[src/rtl/riscv_mux_pkg.sv]
// Shared types for the N:1 select pipe: buffer state encoding, beat layout and limits.
package riscv_mux_pkg;

  localparam int MUX_MAX_IN      = 16;
  localparam int MUX_BEAT_DATA_W = 32;

  typedef enum logic [1:0] {
    EMPTY = 2'd0,
    ONE   = 2'd1,
    TWO   = 2'd2
  } mux_buf_state_e;

  // Default-width view of a buffered beat; the top builds the same layout at its own WIDTH.
  typedef struct packed {
    logic [MUX_BEAT_DATA_W-1:0] data;
    logic                       err;
  } mux_beat_t;

  function automatic int mux_beat_w(input int width);
    return width + 1;
  endfunction

endpackage

[src/rtl/pipe_skid_buf.sv]
// Generic two-entry valid/ready buffer (output register plus one skid entry) with flush.
module pipe_skid_buf
  import riscv_mux_pkg::*;
#(
  parameter int W = 33
) (
  input  logic         clk,
  input  logic         rst,
  input  logic         flush,
  input  logic         in_valid,
  output logic         in_ready,
  input  logic [W-1:0] in_data,
  output logic         out_valid,
  input  logic         out_ready,
  output logic [W-1:0] out_data
);

  mux_buf_state_e r_state;
  mux_buf_state_e w_next;
  logic           r_in_ready;
  logic [W-1:0]   r_out;
  logic [W-1:0]   r_skid;
  logic           w_accept;
  logic           w_load_out_in;
  logic           w_load_out_skid;
  logic           w_load_skid;

  assign w_accept = in_valid && r_in_ready;

  always_comb begin
    w_next          = r_state;
    w_load_out_in   = 1'b0;
    w_load_out_skid = 1'b0;
    w_load_skid     = 1'b0;
    case (r_state)
      EMPTY: begin
        if (w_accept) begin
          w_next        = ONE;
          w_load_out_in = 1'b1;
        end
      end
      ONE: begin
        if (w_accept && out_ready) begin
          w_load_out_in = 1'b1;
        end else if (w_accept) begin
          w_next      = TWO;
          w_load_skid = 1'b1;
        end else if (out_ready) begin
          w_next = EMPTY;
        end
      end
      TWO: begin
        if (out_ready) begin
          w_next          = ONE;
          w_load_out_skid = 1'b1;
        end
      end
      default: w_next = EMPTY;
    endcase
    // Flush overrides everything, including a beat offered this cycle.
    if (flush) begin
      w_next          = EMPTY;
      w_load_out_in   = 1'b0;
      w_load_out_skid = 1'b0;
      w_load_skid     = 1'b0;
    end
  end

  // in_ready is registered from the next state so it never depends on out_ready combinationally.
  always_ff @(posedge clk) begin
    if (rst) begin
      r_state    <= EMPTY;
      r_in_ready <= 1'b1;
      r_out      <= '0;
      r_skid     <= '0;
    end else begin
      r_state    <= w_next;
      r_in_ready <= (w_next != TWO);
      if (w_load_out_in) begin
        r_out <= in_data;
      end else if (w_load_out_skid) begin
        r_out <= r_skid;
      end
      if (w_load_skid) begin
        r_skid <= in_data;
      end
    end
  end

  assign in_ready  = r_in_ready;
  assign out_valid = (r_state != EMPTY);
  assign out_data  = r_out;

endmodule

[src/rtl/mux_n_pipe.sv]
// Parametrised N:1 select with registered, skid-buffered valid/ready output.
// Optional transfer/error counters are enabled with `define MUX_N_PIPE_STATS_EN.
module mux_n_pipe
  import riscv_mux_pkg::*;
#(
  parameter  int WIDTH  = 32,
  parameter  int NUM_IN = 3,
  localparam int SEL_W  = $clog2(NUM_IN)
) (
  input  logic                    clk,
  input  logic                    rst,
  input  logic                    flush,
  input  logic                    in_valid,
  output logic                    in_ready,
  input  logic [SEL_W-1:0]        sel,
  input  logic [NUM_IN*WIDTH-1:0] din,
  output logic                    out_valid,
  input  logic                    out_ready,
  output logic [WIDTH-1:0]        dout,
  output logic                    sel_err
`ifdef MUX_N_PIPE_STATS_EN
  ,
  output logic [31:0]             beat_cnt,
  output logic [15:0]             err_cnt
`endif
);

  localparam int N_EFF = (NUM_IN > MUX_MAX_IN) ? MUX_MAX_IN : NUM_IN;

  typedef struct packed {
    logic [WIDTH-1:0] data;
    logic             err;
  } beat_t;

  logic             w_sel_err;
  logic [WIDTH-1:0] w_sel_data;
  beat_t            w_beat_in;
  beat_t            w_beat_out;

  assign w_sel_err = (32'(sel) >= NUM_IN);

  // Out-of-range selects match no input and fall through to zero.
  always_comb begin
    w_sel_data = '0;
    for (int k = 0; k < N_EFF; k++) begin
      if (32'(sel) == k) begin
        w_sel_data = din[k*WIDTH +: WIDTH];
      end
    end
  end

  assign w_beat_in = '{data: w_sel_data, err: w_sel_err};

  pipe_skid_buf #(
    .W(mux_beat_w(WIDTH))
  ) u_buf (
    .clk      (clk),
    .rst      (rst),
    .flush    (flush),
    .in_valid (in_valid),
    .in_ready (in_ready),
    .in_data  (w_beat_in),
    .out_valid(out_valid),
    .out_ready(out_ready),
    .out_data (w_beat_out)
  );

  assign dout    = w_beat_out.data;
  assign sel_err = w_beat_out.err;

`ifdef MUX_N_PIPE_STATS_EN
  logic [31:0] r_beat_cnt;
  logic [15:0] r_err_cnt;

  // Counters track output handshakes only, so a flush leaves them untouched.
  always_ff @(posedge clk) begin
    if (rst) begin
      r_beat_cnt <= '0;
      r_err_cnt  <= '0;
    end else if (out_valid && out_ready) begin
      r_beat_cnt <= r_beat_cnt + 32'd1;
      if (sel_err) begin
        r_err_cnt <= r_err_cnt + 16'd1;
      end
    end
  end

  assign beat_cnt = r_beat_cnt;
  assign err_cnt  = r_err_cnt;
`endif

endmodule

[config.mk]
export PLATFORM = sky130hd
export DESIGN_NAME = mux_n_pipe
export DESIGN_NICKNAME = d
export VERILOG_FILES = /design/src/rtl/riscv_mux_pkg.sv /design/src/rtl/pipe_skid_buf.sv /design/src/rtl/mux_n_pipe.sv
export SDC_FILE = /design/constraint.sdc
export NUM_CORES = 1
export LEC_CHECK = 0
export BUFFER_PORTS_ARGS = -buffer_cell sky130_fd_sc_hd__buf_2
export CORE_MARGIN = 1
export CORE_UTILIZATION = 44
export CTS_CLUSTER_SIZE = 40
export DETAILED_ROUTE_END_ITERATION = 10
export PLACE_DENSITY = 0.77
export SYNTH_ARGS = -nofsm -noshare
export SYNTH_HDL_FRONTEND = slang
export SYNTH_SLANG_ARGS = --single-unit
[constraint.sdc]
create_clock -name clk -period 1.5 [get_ports clk]
set_input_delay 0.15 -clock clk [delete_from_list [all_inputs] [get_ports clk]]
set_output_delay 0.15 -clock clk [all_outputs]
set_load 0.01 [all_outputs]
==> flow_summary.yaml, run 1 <==
route:
  dr.pass1.iters: 4
  vias: 3558
  post_drt_wl_per_cell_um: 15.6
  drcViolationCount: 0
  detail-route-antenna-nets: 0
  finalWirelength_um: 9910
  via_per_inst: 5.59
  dr.first_iter.drc_count: 183
cts:
  path_clk_slew_ns: 0.07
  cts_sinks: 69
  cts_max_path_buffers: 2
  numCtsBuffers: 9
  cts-root-buf: "clkbuf_8"
  htree_levels: 3
  ctsHoldBuffers: 0
  clk_latency_ns: 0.34
  cts_tree: "done"
yosys:
  synth_ff_type: "dfxtp_1"
  synth_nets: 505
  ys_top_cells_by_area: "dfxtp_1 39%, mux2i_1 9.0%, a211oi_1 6.7%"
  avgSynthCellArea_sq_um: 8.88
  yosysSeqAreaShare: 0.387
  ys_warn_count: 0
  ys_async_sr_fraction: 0
  yosysUniqueCellTypes: 36
  synthCells: 402
  yosysTopAreaCellShare: 0.387
  synth-edff-count: 0
  ys_ff_latch: 69
  synth_most_common_cell: "dfxtp_1"
  yosysTopAreaCell: "dfxtp_1"
  synth_area_sq_um: 3570
  synth_commonest_cells: "69 x dfxtp_1, 59 x nor2_1, 35 x a21oi_1, 32 x a211oi_1, 32 x mux2i_1"
floorplanning:
  initial_core_util: 0.460
  die_w_um: 92.1
  die_area_sq_um: 8480
  ios: 138
  num_rows: 32
  design.core.area_sq_um: 7770
  die_height_um: 92.1
timing:
  relSlewSlack: 0.751
  hold_violations: 0
  period_share: 0.989
  rsz0062_at_grt: "true"
  fin_crit_ns: 1.48
  worst_pin_slew_ns: 0.374
  slew_violations: 0
  max_freq_ghz: 0.674
  finClkSkew_ns: 0.00923
  setup_violations: 0
place:
  placed_area_sq_um: 4410
  portBuffers: 137
  place_congestion: 0.756
  hpwl_um: 6670
setup_path:
  crit_type: "reg2reg"
  required_ns: 1.75
  r2r_slack_ns: 0.02
  cp.arrival_ns: 1.74
  crit_fanout: 17
  start_kind: "flip-flop"
  end_kind: "flip-flop"
layout:
  area_growth_pct: 35.3
  antenna_cells: 0
  drive_above_1_share: 0.378
  design_area_sq_um: 4830
  nets: 632
grt:
  antenna_found_initial: 0
  grt_pass1_vias: 3425
  grt_max_degree: 71
  grt_pass1_wl_um: 15800
  overflow: 0
  grt_util_all_layers: 0.233
pwr:
  power.density_nw_per_um2: 958
  power_w: 0.00463
  p_leak_nw: 1.98
  peakVddDrop_mv: 0.446
flow_run:
  cap_violations: 0
worst_hold_path:
  hold_path_class: "in2reg"
run_status:
  outcome: "complete, no violations"
## flip-flops by register name (all words and copies together) (netlist names)
register / flops
u_buf.in_ready: 1
u_buf.out_data: 33
u_buf.r_state: 2
u_buf.r_skid: 33
## routing by layer
layer	wire length, um	share of wire	up-vias	global-route usage
met1	4380	0.44	1642	0.301
met3	577	0.058	15	0.0390
met4	174	0.018	0	0.112
met5	0	0	-	0
met2	4780	0.48	141	0.376
li1	-	-	1760	-
## power breakdown
part | leakage [nW] | switching (W) | internal, W
Clock | 0.136 | 0.000708 | 0.00132
Combinational | 1.29 | 0.000359 | 0.000326
Sequential | 0.560 | 0.0000307 | 0.00189
## critical path, stage by stage, from the launching register on
cell and delay, ns:
dfxtp_2 0.35, nand4bb_4 0.22, buf_6 0.16, nor2_4 0.19, buf_6 0.20, nor2_1 0.05, a211oi_1 0.22
## final timing paths
kind | from | to | cells past startpoint
max reg2reg | u_buf.r_state[1] | u_buf.r_skid[26] | 6
min | flush | u_buf.r_state[1] | 2
min reg2reg | u_buf.r_skid[15] | u_buf.out_data[15] | 2
max | u_buf.r_state[1] | u_buf.r_skid[26] | 6
## what timing repair did
| item | in CTS | in global routing |
|---|---|---|
| endpoints found under the setup margin | 12 | 45 |
| pin swaps | 0 | 1 |
| hold endpoints to repair | 0 | 0 |
| setup buffers | 0 | 1 |
| resized for setup | 3 | 19 |
| gates cloned | 1 | 1 |
## final cells by class
cell class                 count  area (sq um)
multi-input combinational    288          2030
timing repair buffer         161          1010
clock inverter                 6           134
sequential                    69          1380
tap                          102           128
fill                         668          2940
clock buffer                  10           138
## metrics by stage
stage                     setup TNS [ns]  utilization  hold WS, ns  instances  setup WS [ns]
final                                  0        0.622       0.0649        636         0.0158
after CTS                              0        0.610       0.0521        634         0.0143
after global routing              -0.415        0.622       0.0685        636        -0.0541
after floorplan                        0            -        0.228        402         0.0750
after detailed placement        -0.00343        0.568        0.407        617       -0.00343
after global placement                 0        0.568        0.392        617         0.0662
## cell families (layout without fill, tap and decap cells)
group,Yosys count,after routing,synth area share
buf+inv,45,177,0.0662
xor+xnor,1,1,0.00245
mux,32,32,0.0897
compound gates,115,115,0.231
flops,69,69,0.387
simple gates,140,140,0.223
## cell usage in the layout (no fill, tap or decap), drive strengths merged, types with 2 or more instances in the layout
master and instances:
a211oi 32, mux2i 32, clkinv 2, bufinv 4
nand4b 24, a311oi 4, o2bb2ai 4, o21ai 9
buf 160, nand2 18, clkbuf 11, o311ai 24
nand2b 2, nor2 60, nand4bb 2, dfxtp 69
a22oi 4, a21oi 35, nor2b 3, nand3b 24
(Power assumes the default switching activity.)
==> inputs of run 2 (changes only) <==
- RECOVER_POWER: unset -> 25
==> run 2 against run 1 <==
Effect of this change: wire length down 0.18%; sequential power barely moved; design area fell by 0.52%; count of clock-buffer cells in the layout unchanged; critical path type unchanged; highest routed layer unchanged; die area did not move; power is essentially flat; via count about the same; sequential cell count stayed put; register-to-register slack hardly changed; worst setup slack about the same; combinational power is 1% lower; global-route usage is the same.
==> flow_summary.yaml, run 2 (synthesized netlist as in run 1, its figures left out) <==
timing:
  fin_crit_ns: 1.48
  relSlewSlack: 0.753
  fin_setup_tns_ns: 0
  slew_violations: 0
  worst_pin_slew_ns: 0.370
  max_freq_ghz: 0.674
  period_share: 0.989
  setup_violations: 0
  finClkSkew_ns: 0.00891
  setup_slack_ns: 0.0158
  rsz0062_at_grt: "true"
  hold_violations: 0
flow_run:
  cap_violations: 0
setup_path:
  critical-path-max-stage-delay_ns: 0.35
  cp.arrival_ns: 1.74
  crit_top_cell: "buf_6"
  path_cells: "nand4bb_4 -> buf_6 -> nor2_4 -> buf_6 -> nor2_1 -> a211oi_1"
  crit_slowest_cell: "dfxtp_2"
  start_kind: "flip-flop"
  required_ns: 1.76
  end_kind: "flip-flop"
  crit_type: "reg2reg"
  crit_fanout: 17
cts:
  cts_tree: "done"
  path_clk_slew_ns: 0.07
  htree_levels: 3
  cts_sinks: 69
  numCtsBuffers: 9
  cts-root-buf: "clkbuf_8"
  clk_latency_ns: 0.35
  cts_max_path_buffers: 2
layout:
  nets: 632
  design_area_sq_um: 4800
  antenna_cells: 0
  layout_commonest_cell: "buf_2"
  drive_above_1_share: 0.341
  layout.cells.non_filler: 636
  n_fill_cell: 671
  mostFrequentLayoutCells: "117 x buf_2, 67 x dfxtp_1, 58 x nor2_1"
  final_util: 0.619
  area_growth_pct: 34.6
floorplanning:
  design.core.area_sq_um: 7770
  die_w_um: 92.1
  die_height_um: 92.1
  die_area_sq_um: 8480
  initial_core_util: 0.460
  ios: 138
  num_rows: 32
grt:
  grt_max_degree: 71
  antenna_found_initial: 0
  grt_pass1_vias: 3425
  overflow: 0
  grt_util_all_layers: 0.233
  grt_pass1_wl_um: 15800
place:
  placed_area_sq_um: 4410
  dp_cells: 617
  place_congestion: 0.756
  place_ws_ns: -0.00343
  portBuffers: 137
  hpwl_um: 6670
route:
  finalWirelength_um: 9890
  post_drt_wl_per_cell_um: 15.5
  dr.first_iter.drc_count: 167
  drcViolationCount: 0
  vias: 3560
  detail-route-antenna-nets: 0
  dr.pass1.iters: 4
  via_per_inst: 5.60
pwr:
  p_leak_nw: 1.90
  power.density_nw_per_um2: 963
  peakVddDrop_mv: 0.448
worst_hold_path:
  hold_path_class: "in2reg"
run_status:
  outcome: "complete, no violations"
run 2: cell count changes in the layout (fill, tap and decap cells not counted), sizes merged:
cell	previous run	this run
buf	160	140
clkbuf	11	31
run 2: worst paths after layout:
check | from | endpoint | slack, ns | cells past startpoint
min reg2reg | u_buf.r_skid[15] | u_buf.out_data[15] | 0.46 | 2
max | u_buf.r_state[1] | u_buf.r_skid[26] | 0.02 | 6
min | flush | u_buf.r_state[1] | 0.06 | 2
max reg2reg | u_buf.r_state[1] | u_buf.r_skid[26] | 0.02 | 6
run 2: area by class of cell:
cell class	count	area (sq um)	area share
clock buffer	10	138	0.0286
clock inverter	6	134	0.0279
multi-input combinational	288	2030	0.423
sequential	69	1380	0.288
tap	102	128	0.0266
timing repair buffer	161	990	0.206
run 2: stage by stage:
stage	power [W]	hold slack, ns
2_1_floorplan	0.00234	0.228
4_1_cts	0.00464	0.0521
5_1_grt	0.00482	0.0685
3_3_place_gp	0.00260	0.392
3_5_place_dp	0.00262	0.407
6_report	0.00463	0.0639
run 2: power by group:
group          internal (W)  leakage [nW]  switching (W)  total, W
Combinational      0.000320          1.20       0.000359  0.000678
Sequential          0.00189         0.560      0.0000316   0.00192
Clock               0.00132         0.136       0.000711   0.00203
Total               0.00352          1.90        0.00110   0.00462
run 2: metal layers:
metal | wire length (um) | global-route usage | share of wire
met1 | 4320 | 0.301 | 0.44
met2 | 4750 | 0.376 | 0.48
met3 | 631 | 0.0390 | 0.064
met4 | 187 | 0.112 | 0.019
met5 | 0 | 0 | 0
run 2: critical path, delay by kind of cell (launching register included):
family / cells / cell delay, ns
AOI/OAI and AO/OA: 1 / 0.22
DFF: 1 / 0.35
and+or+nand+nor: 3 / 0.46
buffers and inverters: 2 / 0.36
run 2: what timing repair did:
action | CTS | global route
setup buffers | 0 | 1
resized for setup | 3 | 19
pin swaps | 0 | 1
endpoints found under the setup margin | 12 | 45
cloned | 1 | 1
hold buffers | 0 | 0
